$ cat src/rtl/bin_to_bcd_seq.sv
// rtl/bin_to_bcd_seq.sv - sequential shift-add-3 binary to packed BCD converter
module bin_to_bcd_seq #(
    parameter int WIDTH  = 8,
    parameter int DIGITS = 3
) (
    input  logic                  clk,
    input  logic                  rst,
    input  logic                  start,
    input  logic [WIDTH-1:0]      bin,
    output logic                  busy,
    output logic                  done,
    output logic [4*DIGITS-1:0]   bcd,
    output logic                  ovf
);
    localparam int BW = 4 * DIGITS;
    localparam int CW = $clog2(WIDTH + 1);

    typedef enum logic {
        S_IDLE  = 1'b0,
        S_SHIFT = 1'b1
    } state_t;

    state_t          r_state;
    logic [WIDTH-1:0] r_shift;
    logic [BW-1:0]   r_dig;
    logic [CW-1:0]   r_count;
    logic            r_ovf_s;
    logic            r_busy;
    logic            r_done;
    logic [BW-1:0]   r_bcd;
    logic            r_ovf;

    logic [BW-1:0]   w_adj;
    logic [BW-1:0]   w_dig_next;
    logic            w_ovf_next;

    always_comb begin
        w_adj = '0;
        for (int k = 0; k < DIGITS; k++) begin
            w_adj[4*k +: 4] = (r_dig[4*k +: 4] >= 4'd5) ? r_dig[4*k +: 4] + 4'd3
                                                         : r_dig[4*k +: 4];
        end
    end

    // Bits shifted out of the top digit are lost from the result but flag overflow.
    assign w_dig_next = {w_adj[BW-2:0], r_shift[WIDTH-1]};
    assign w_ovf_next = r_ovf_s | w_adj[BW-1];

    always_ff @(posedge clk) begin
        if (rst) begin
            r_state <= S_IDLE;
            r_shift <= '0;
            r_dig   <= '0;
            r_count <= '0;
            r_ovf_s <= 1'b0;
            r_busy  <= 1'b0;
            r_done  <= 1'b0;
            r_bcd   <= '0;
            r_ovf   <= 1'b0;
        end else begin
            r_done <= 1'b0;
            case (r_state)
                S_IDLE: begin
                    if (start) begin
                        r_shift <= bin;
                        r_dig   <= '0;
                        r_count <= '0;
                        r_ovf_s <= 1'b0;
                        r_busy  <= 1'b1;
                        r_state <= S_SHIFT;
                    end
                end
                S_SHIFT: begin
                    r_dig   <= w_dig_next;
                    r_shift <= r_shift << 1;
                    r_ovf_s <= w_ovf_next;
                    r_count <= r_count + CW'(1);
                    if (r_count == CW'(WIDTH - 1)) begin
                        r_bcd   <= w_dig_next;
                        r_ovf   <= w_ovf_next;
                        r_done  <= 1'b1;
                        r_busy  <= 1'b0;
                        r_state <= S_IDLE;
                    end
                end
                default: r_state <= S_IDLE;
            endcase
        end
    end

    assign busy = r_busy;
    assign done = r_done;
    assign bcd  = r_bcd;
    assign ovf  = r_ovf;
endmodule

$ cat config.mk
export PLATFORM = sky130hd
export DESIGN_NAME = bin_to_bcd_seq
export DESIGN_NICKNAME = d
export VERILOG_FILES = /design/src/rtl/bin_to_bcd_seq.sv
export SDC_FILE = /design/constraint.sdc
export NUM_CORES = 1
export LEC_CHECK = 0
export ABC_AREA = 1
export CAP_MARGIN = 20
export CORE_MARGIN = 2
export CORE_UTILIZATION = 36
export CTS_CLUSTER_DIAMETER = 100
export CTS_CLUSTER_SIZE = 14
export DETAILED_ROUTE_END_ITERATION = 10
export PLACE_DENSITY = 0.62
export SETUP_SLACK_MARGIN = 0.05
export SYNTH_ARGS = -nofsm -noshare
export SYNTH_HDL_FRONTEND = slang
export SYNTH_SLANG_ARGS = --single-unit
$ cat constraint.sdc
create_clock -name clk -period 1.4 [get_ports clk]
set_clock_uncertainty 0.15 [all_clocks]
set_input_delay 0.21 -clock clk [delete_from_list [all_inputs] [get_ports clk]]
set_output_delay 0.21 -clock clk [all_outputs]
set_load 0.05 [all_outputs]
==> run summary <==
Number of filler cells placed in the layout: 456
Number of buffers inserted for hold repair after clock tree synthesis: 0
Highest metal layer with signal wires: met4
Max Freq: 0.7029 GHz
Count of endpoints failing setup in the final report: 2
Net count of the mapped netlist: 273
Count of buffers inserted at the top-level ports: 25
Cell count of the worst hold path: 4
Pre-CTS setup slack: -0.2650 ns
Maximum buffer depth of the clock tree: 2
Worst setup path class: reg -> reg
Width of the die: 75.72 um
Routed len/inst: 11.70 um
Kind of launch point of the worst setup path: register
Post-route DRC violation count: 0
Max_cap viols: 0
Non-filler instance count after layout: 381
Violated checks: negative setup slack
Vertical die dimension: 75.72 um
Effective utilization at floorplan: 36.72%
Depth of the worst register-to-register path: 6
Fraction of final layout cells with drive strength greater than 1: 34.41%
Sinks on the clock net: 41
Maximum number of pins on one net before global-route repair: 16
Buffer cell driving the clock tree root: sky130_fd_sc_hd__clkbuf_8
Power per standard cell area: 756.4 nW/um^2
Number of pins with negative max-slew slack in the final report: 0
Final core utilization: 57.84%
DR WL met2: 2.197 mm
Worst hold-check path type: in -> reg
Critical Path Sink Type: register
Worst setup margin: -0.02262 ns
Total Wirelength: 4.459 mm
Post-route total power: 2.206 mW
CTS H-Tree Depth: 2
Average vias per placed instance: 4.690
Transition time of the tightest slew-check pin: 0.3631 ns
Relative max-transition margin: 75.76%
DRC violation total after the first TritonRoute iteration: 82
Antenna diode count: 0
Number of global-route vias before repair: 1577
Result of the run: finished with violations
Final GP Congestion: 0.7929
Static Leak: 1.259 nW
Setup repair after global routing missed its margin: yes
WL met3: 152 um
Data required time of the worst path: 1.44 ns
Register clock-pin slew on the reported worst setup and hold paths: 0.07 ns
Row count: 26
All-Layer GR Usage: 15.64%
Layout overhead on the synthesized area: 57.50%
Startpoint of the tightest hold check path: rst
Total die area: 5734 um^2
HPWL after DPL: 2.905 mm
Wire length of the first global-routing pass: 6.824 mm
Final nets: 329
Part of the Yosys area used for sequential elements: 44.32%
Min-Delay Endpoint: r_count[3]$_SDFFE_PP0P_
Vias post-DR: 1787
IO Pins: 26
Residual overflow from global routing: 0
Final Critical Period: 1.423 ns
Floorplan core area: 5042 um^2
Fraction of the cycle the final worst path needs: 101.6%
Critical Path AT: 1.46 ns
Antenna viol nets, final: 0
Reg2Reg Launch Point: r_count[1]$_SDFFE_PP0P_
CTS tree: built
Placed cells: 367
Metal-1 WL: 2.031 mm
Number of detailed-route iterations in the first pass: 4
Post-synthesis cell type count: 24
IR drop worst, VDD: 0.0004684 V
CP Max Fanout: 7
Insertion delay to the later sink of the worst-skew pair: 0.29 ns
Total of warnings raised by yosys: 0
Number of antenna violations at the first check in global routing: 0
Synth Area per Inst: 7.262 um^2
Number of buffers added by the clock tree synthesis step: 5
Sum of negative setup slack: -0.03820 ns
Endpoint of the worst-slack reg-to-reg timing path: bcd[3]$_SDFFE_PP0P_
Post-synthesis cell count: 255
Final number of hold-violating endpoints: 0
Area of the mapped netlist: 1852 um^2
R2R setup slack: -0.02 ns
Total of flip-flops plus latches after synthesis: 41
critical path, stage by stage, from the launching register on:
cell,delay [ns]
sky130_fd_sc_hd__dfxtp_2,0.36
sky130_fd_sc_hd__ha_4,0.15
sky130_fd_sc_hd__nand3_4,0.11
sky130_fd_sc_hd__nor2_4,0.14
sky130_fd_sc_hd__nor2_4,0.06
sky130_fd_sc_hd__buf_12,0.15
sky130_fd_sc_hd__a22o_1,0.20
flip-flops by register name, indices dropped and copies added, names as in the netlist:
signal   flops
bcd         12
busy         1
done         1
ovf          1
r_count      4
r_dig       12
r_ovf_s      1
r_shift      8
r_state      1
placed cells by master, fill, tap and decap left out, types with 3 or more instances in the layout:
master	instances
sky130_fd_sc_hd__a21oi_1	16
sky130_fd_sc_hd__a21oi_2	3
sky130_fd_sc_hd__a22o_1	3
sky130_fd_sc_hd__buf_12	16
sky130_fd_sc_hd__buf_4	29
sky130_fd_sc_hd__buf_6	4
sky130_fd_sc_hd__clkbuf_8	6
sky130_fd_sc_hd__clkdlybuf4s50_1	9
sky130_fd_sc_hd__dfxtp_1	32
sky130_fd_sc_hd__dfxtp_2	6
sky130_fd_sc_hd__dfxtp_4	3
sky130_fd_sc_hd__ha_4	7
sky130_fd_sc_hd__inv_1	22
sky130_fd_sc_hd__inv_2	3
sky130_fd_sc_hd__inv_4	8
sky130_fd_sc_hd__nand2_1	68
sky130_fd_sc_hd__nand2_2	3
sky130_fd_sc_hd__nand2_4	4
sky130_fd_sc_hd__nand3_1	27
sky130_fd_sc_hd__nand3_2	5
sky130_fd_sc_hd__nor2_1	8
sky130_fd_sc_hd__o21ai_0	4
sky130_fd_sc_hd__o21ai_1	4
synthesized netlist by cell type, drive strengths merged:
cell type | instances | area (um^2)
nor2 | 11 | 43.80
clkinv | 1 | 3.750
nor3 | 1 | 16.27
inv | 33 | 123.9
nand3 | 33 | 170.2
dfxtp | 41 | 820.8
o221ai | 1 | 8.760
a22oi | 2 | 15.01
buf | 7 | 40.03
o21ai | 12 | 60.06
ha | 7 | 87.58
o22ai | 1 | 6.260
o211ai | 2 | 15.01
clkbuf | 3 | 11.26
mux2i | 2 | 20.02
a22o | 3 | 26.28
a21oi | 19 | 95.09
nand2 | 75 | 281.5
nand4 | 1 | 6.260
cell families (layout without fill, tap and decap cells):
| kind of cell | after synthesis | count (layout) | synth area share, % |
|---|---|---|---|
| simple gates | 121 | 121 | 27.97 |
| buf+inv | 44 | 100 | 9.662 |
| flops | 41 | 41 | 44.32 |
| compound gates | 40 | 40 | 12.23 |
| fa+ha+maj | 7 | 7 | 4.730 |
| mux | 2 | 2 | 1.081 |
worst max path at each step:
stage	cells after the start	to	slack (ns)	from
after floorplan	7	bcd[4]$_SDFFE_PP0P_	0.06	r_count[0]$_SDFFE_PP0P_
after global placement	7	r_shift[7]$_SDFFE_PP0P_	-0.25	start
after detailed placement	7	r_shift[7]$_SDFFE_PP0P_	-0.26	start
after CTS	6	bcd[3]$_SDFFE_PP0P_	-0.01	r_count[1]$_SDFFE_PP0P_
after global routing	6	bcd[7]$_SDFFE_PP0P_	-0.08	r_count[0]$_SDFFE_PP0P_
final	6	bcd[3]$_SDFFE_PP0P_	-0.02	r_count[1]$_SDFFE_PP0P_
through the flow:
stage                     hold WS (ns)  area [um^2]
final                           0.3115         2917
after detailed placement        0.3043         2504
after global routing            0.3491         2917
after CTS                       0.3163         2724
after global placement          0.3021         2504
after floorplan                 0.2275         1854
report_power, final:
group / leakage, nW / switching (mW) / total [mW] / internal, mW
combinational: 0.878 / 0.115 / 0.224 / 0.109
clock: 0.0443 / 0.390 / 0.781 / 0.391
sequential: 0.337 / 0.0170 / 1.20 / 1.18
total: 1.26 / 0.522 / 2.21 / 1.68
final cells by class:
type                            count  area, um^2  share of cell area (%)
Sequential cell                    41       839.6                   28.79
Multi-Input combinational cell    170        1066                   36.55
Clock buffer                        7       86.33                   2.960
Inverter                           34       151.4                   5.191
Tap cell                           70       87.58                   3.003
Timing Repair Buffer               59       685.7                   23.51
repair_timing:
item / in CTS / in global routing
gates resized for setup: 41 / 42
setup buffers: 2 / 5
hold endpoints to repair: 0 / 0
endpoints found under the setup margin: 31 / 34
pin swaps: 16 / 15
routing by layer:
metal / global-route usage [%] / vias up
met5: 0 / -
met4: 7.018 / 0
met3: 2.910 / 7
met2: 25.99 / 37
met1: 19.71 / 808
li1: - / 935
No activity file was read; power rests on OpenSTA's default activity.
==> edit 1: new RTL, same settings <==
The parameter `DIGITS` goes from 3 to 2.
--- a/src/rtl/bin_to_bcd_seq.sv
+++ b/src/rtl/bin_to_bcd_seq.sv
@@ -3,3 +3,3 @@
     parameter int WIDTH  = 8,
-    parameter int DIGITS = 3
+    parameter int DIGITS = 2
 ) (
Ports: changed (resized bcd); port bits go from 26 to 22. The function was not compared with the original's and may differ.
==> edit 1 against the unedited design <==
Synthesized area down 21%. Final area decreased by 22%. Wire length down 28%. Total power shrank 17%. Critical endpoint is now r_dig[6]. Worst hold slack gained 2.6 ps. Sequential cell count decreased by 8. Cell count is 22% lower. Setup slack better by 83 ps.
==> edit 1: results (changes against the unedited design) <==
* CP arrival at 1390 ps (was 1460 ps)
* Global Route Usage Sum at 15.7% (was 15.6%)
* Post-synth top flop: sky130_fd_sc_hd__dfxtp_1 (unchanged)
* Setup crit start: r_dig[4] (was r_count[1])
* Number of port buffers at 21 (was 25)
* Violation count after the first detailed-route iteration at 67 (was 82)
* Wire length per cell at 10.9 um (was 11.7 um)
* Cell at the root of the clock tree: sky130_fd_sc_hd__clkbuf_8 (unchanged)
* Post-synthesis async set-or-reset flop share at 0% (unchanged)
* Cell depth of the worst min-delay path at 3 (was 4)
* Delay of the slowest cell on the worst path at 330 ps (was 360 ps)
* Fraction of final layout cells sized beyond drive strength 1 at 32.5% (was 34.4%)
* Vias per Instance at 4.75 (was 4.69)
* Synth warnings at 0 (unchanged)
* IR drop worst, VDD at 0.384 mV (was 0.468 mV)
* Drt first pass iters at 4 (unchanged)
* Critical path peak fanout at 4 (was 7)
* Antenna violations before repair at 0 (unchanged)
* Crit-path slowest cell: sky130_fd_sc_hd__dfxtp_2 (unchanged)
* Max-slew headroom at 76.9% (was 75.8%)
* Number of unique standard cell types used by synthesis at 22 (was 24)
* Routability Congestion at 0.859 (was 0.793)
* TritonCTS buffer count at 5 (unchanged)
* Buffer levels on the longest clock path at 2 (unchanged)
* Reg2Reg Depth at 7 (was 6)
* Hold path start: rst (unchanged)
* Worst min-delay path category: in2reg (unchanged)
* Number of antenna diodes at 0 (unchanged)
* Layout filler cell count at 348 (was 456)
* Pin count of the biggest net entering global routing at 13 (was 16)
* Ranking of synthesized cells by area: sky130_fd_sc_hd__dfxtp_1, sky130_fd_sc_hd__nand2_1, sky130_fd_sc_hd__nand3_1, sky130_fd_sc_hd__inv_1, sky130_fd_sc_hd__a21oi_1 (unchanged)
* Placed cell area at 0.00197 sq mm (was 0.00250 sq mm)
* Static leakage power at 1.06 nW (was 1.26 nW)
* Layout Nets at 261 (was 329)
* Global-route wire length before repair at 5.35 mm (was 6.82 mm)
* Sum of net half-perimeters after detailed placement at 2.19 mm (was 2.90 mm)
* Reg clk slew, reported paths at 60 ps
* Htree depth at 2 (unchanged)
* Most frequent cells after synthesis: sky130_fd_sc_hd__nand2_1, sky130_fd_sc_hd__dfxtp_1, sky130_fd_sc_hd__inv_1, sky130_fd_sc_hd__nand3_1, sky130_fd_sc_hd__a21oi_1 (unchanged)
* Result of the run: finished clean (was complete, but fails checks)
* Synth Net Count at 217 (was 273)
* Vias in the first global route at 1285 (was 1577)
* Source-to-sink clock delay at the later pin of the worst-skew pair at 280 ps
* Sequential element share of the synthesized area at 45.2% (was 44.3%)
## edit 1: cell types whose count changed after synthesis, sizes merged, moves of 4 or more
cell,delta
a21oi,-5
dfxtp,-8
inv,-13
nand3,-13
nand4,+4
o21ai,-7
## edit 1: power breakdown
group | leakage, nW | switching, W | internal (W)
sequential | 0.272 | 0.0000180 | 0.000959
clock | 0.0395 | 0.000318 | 0.000353
combinational | 0.745 | 0.0000961 | 0.0000940
total | 1.06 | 0.000432 | 0.00141
## edit 1: path summary, 6_finish.rpt
path	end	slack, ps
max	r_dig[6]	60
min	r_dig[7]	310
max reg2reg	r_dig[6]	60
min reg2reg	r_shift[0]	310
## edit 1: timing repair
item	4_1_cts	5_1_grt
gates resized for setup	27	34
buffers inserted	0	3
pin swaps	8	15
endpoints found under the setup margin	18	27
## edit 1: logic make-up after synthesis
family / count (synthesis) / share of synthesized area, %
simple gates: 113 / 33.4
flops: 33 / 45.2
buf+inv: 26 / 7.80
compound gates: 23 / 8.57
fa+ha+maj: 5 / 4.28
mux: 1 / 0.686
## edit 1: cell type report
cell class,instances,area (sq um),area share (%)
inverters,21,95.1,4.19
multi-input cells,142,837,36.9
repair buffers,42,517,22.8
flip-flops and latches,33,676,29.8
well taps,50,62.6,2.76
clock buffers,8,80.1,3.53
## edit 1: routing by layer
| layer | track usage, % | up-vias | part of all wire [%] |
|---|---|---|---|
| li1 | - | 732 | - |
| met5 | 0 | - | 0 |
| met1 | 18.7 | 632 | 44 |
| met4 | 8.16 | 0 | 1.7 |
| met3 | 4.00 | 7 | 4.8 |
| met2 | 25.7 | 36 | 49 |
## edit 1: stage by stage
| stage | setup slack (ps) | power, W | TNS, ps | std cells | hold slack, ps |
|---|---|---|---|---|---|
| 2_1_floorplan | 51.3 | 0.00109 | 0 | 201 | 203 |
| 3_3_place_gp | -197 | 0.00118 | -2310 | 285 | 304 |
| 3_5_place_dp | -236 | 0.00118 | -3030 | 285 | 304 |
| 4_1_cts | 54.8 | 0.00185 | 0 | 293 | 315 |
| 5_1_grt | -17.6 | 0.00192 | -28.1 | 296 | 329 |
| 6_report | 60.2 | 0.00184 | 0 | 296 | 314 |
## edit 1: worst max-delay path: cells and delay by family (launching register included)
kind,cells,cell delay [ps]
fa+ha+maj,1,160
compound gates,1,130
flops,1,330
buf+inv,1,150
simple gates,4,340
==> edit 2: new RTL, same settings <==
Made on the original files. Register the input `bin` before use. The logic sees it one clock later. The other inputs are not delayed to match.
--- a/src/rtl/bin_to_bcd_seq.sv
+++ b/src/rtl/bin_to_bcd_seq.sv
@@ -21,2 +21,8 @@
     } state_t;
+
+    logic [WIDTH-1:0] bin_q;
+
+    always_ff @(posedge clk) begin
+        bin_q <= bin;
+    end
 
@@ -64,3 +70,3 @@
                     if (start) begin
-                        r_shift <= bin;
+                        r_shift <= bin_q;
                         r_dig   <= '0;
Behaviour: not the same (a bounded check fails within 10 cycles, from zero or initial values and one cycle with rst high).
==> edit 2 against the unedited design <==
Final area grew 2.9%. Utilization shrank 2.7 points. Maximum frequency grew 6.0%. Sequential cell count grew 8. Non-clock buffer count shrank 9. Wire length grew 4.0%. Synthesized area grew 8.4%. Total power grew 16%. Setup slack gained 81 ps.
==> edit 2: results (changes against the unedited design) <==
* Result of the run: finished clean (was complete, but fails checks)
* Sum of net half-perimeters after detailed placement at 2.98 mm (was 2.90 mm)
* Critical path peak fanout at 5 (was 7)
* Pin count of the biggest net entering global routing at 17 (was 16)
* Global-route wire length before repair at 7.39 mm (was 6.82 mm)
* Vias in the first global route at 1714 (was 1577)
* Worst path setup slack after routing at 58.0 ps (was -22.6 ps)
* Proportion of synthesized area in mux cells at 0% (was 1.08%)
* Fraction of final layout cells sized beyond drive strength 1 at 33.3% (was 34.4%)
* Ranking of synthesized cells by area: sky130_fd_sc_hd__dfxtp_1, sky130_fd_sc_hd__nand2_1, sky130_fd_sc_hd__nand3_1, sky130_fd_sc_hd__a21oi_1, sky130_fd_sc_hd__inv_1 (was sky130_fd_sc_hd__dfxtp_1, sky130_fd_sc_hd__nand2_1, sky130_fd_sc_hd__nand3_1, sky130_fd_sc_hd__inv_1, sky130_fd_sc_hd__a21oi_1)
* CP arrival at 1390 ps (was 1460 ps)
* Max-slew headroom at 79.0% (was 75.8%)
* Sequential element share of the synthesized area at 48.8% (was 44.3%)
* Layout filler cell count at 511 (was 456)
* M1 wire length at 2.08 mm (was 2.03 mm)
* Routability Congestion at 0.841 (was 0.793)
* Wire length per cell at 12.0 um (was 11.7 um)
* Reg clk slew, reported paths at 90 ps (was 70 ps)
* Sum of met2 wire segment lengths after detailed routing at 2.26 mm (was 2.20 mm)
* Synthesized-area fraction occupied by adder cells at 4.36% (was 4.73%)
* Global Route Usage Sum at 15.2% (was 15.6%)
* Post-placement setup slack at -105 ps (was -265 ps)
* WL met3 at 184 um (was 152 um)
* IR drop worst, VDD at 0.675 mV (was 0.468 mV)
* Number of unique standard cell types used by synthesis at 21 (was 24)
* Placed cell area at 0.00264 sq mm (was 0.00250 sq mm)
* Vias per Instance at 4.88 (was 4.69)
[edit 2: cell types whose count changed after synthesis, moves of 4 or more]
cell	unedited run	this run
sky130_fd_sc_hd__dfxtp_1	41	49
sky130_fd_sc_hd__o21ai_0	10	6
sky130_fd_sc_hd__nor2_1	10	6
sky130_fd_sc_hd__nand2_1	75	93
sky130_fd_sc_hd__inv_1	32	24
sky130_fd_sc_hd__nand4_1	1	7
[edit 2: repair_timing]
action / CTS / global route
cloned: 0 / 0
setup buffers: 1 / 4
resized for setup: 21 / 47
endpoints found under the setup margin: 15 / 28
pin swaps: 3 / 14
[edit 2: path summary, 6_finish.rpt]
check / cells past startpoint / endpoint / from
worst min-delay path: 1 / bin_q[3] / bin[3]
worst min register to register: 2 / r_shift[0] / bin_q[0]
worst max register to register: 8 / bcd[1] / r_dig[1]
worst max-delay path: 8 / bcd[1] / r_dig[1]
[edit 2: stage by stage]
| step | hold slack, ps | setup TNS (ps) | cells |
|---|---|---|---|
| finish | 195 | 0 | 387 |
| global route | 191 | 0 | 387 |
| CTS | 180 | 0 | 383 |
| detailed placement | 294 | -3090 | 374 |
| global placement | 290 | -2970 | 374 |
| floorplan | 87.7 | 0 | 266 |
[edit 2: worst reg2reg max path: stages, from the launching register on]
cell and delay (ps):
sky130_fd_sc_hd__dfxtp_2 370, sky130_fd_sc_hd__inv_4 60, sky130_fd_sc_hd__ha_4 160, sky130_fd_sc_hd__inv_1 100, sky130_fd_sc_hd__nand2_4 80, sky130_fd_sc_hd__nand3_4 100
sky130_fd_sc_hd__nand2_2 70, sky130_fd_sc_hd__nand3_1 90, sky130_fd_sc_hd__nand2_1 60
[edit 2: power breakdown]
group	switching [W]	internal (W)	total [W]
registers	0.0000215	0.00142	0.00144
logic	0.000109	0.0000969	0.000206
clock network	0.000459	0.000447	0.000906
total	0.000589	0.00197	0.00256
[edit 2: logic make-up after synthesis]
family / after synthesis
AOI/OAI and AO/OA: 32
adders and majority gates: 7
buffers and inverters: 37
DFF: 49
and+or+nand+nor: 141
[edit 2: cell type report]
cell class,instances,area (sq um),share of cell area (%)
multi-input cells,180,1080,36.0
inverters,28,118,3.92
clock inverters,1,5.00,0.167
well taps,72,90.1,3.00
flip-flops and latches,49,1000,33.3
clock buffers,7,96.3,3.21
repair buffers,50,612,20.4
[edit 2: routing by layer]
metal	up-vias	GRT usage, %
li1	956	-
met5	-	0
met4	0	7.19
met3	11	3.56
met2	51	25.1
met1	869	18.5
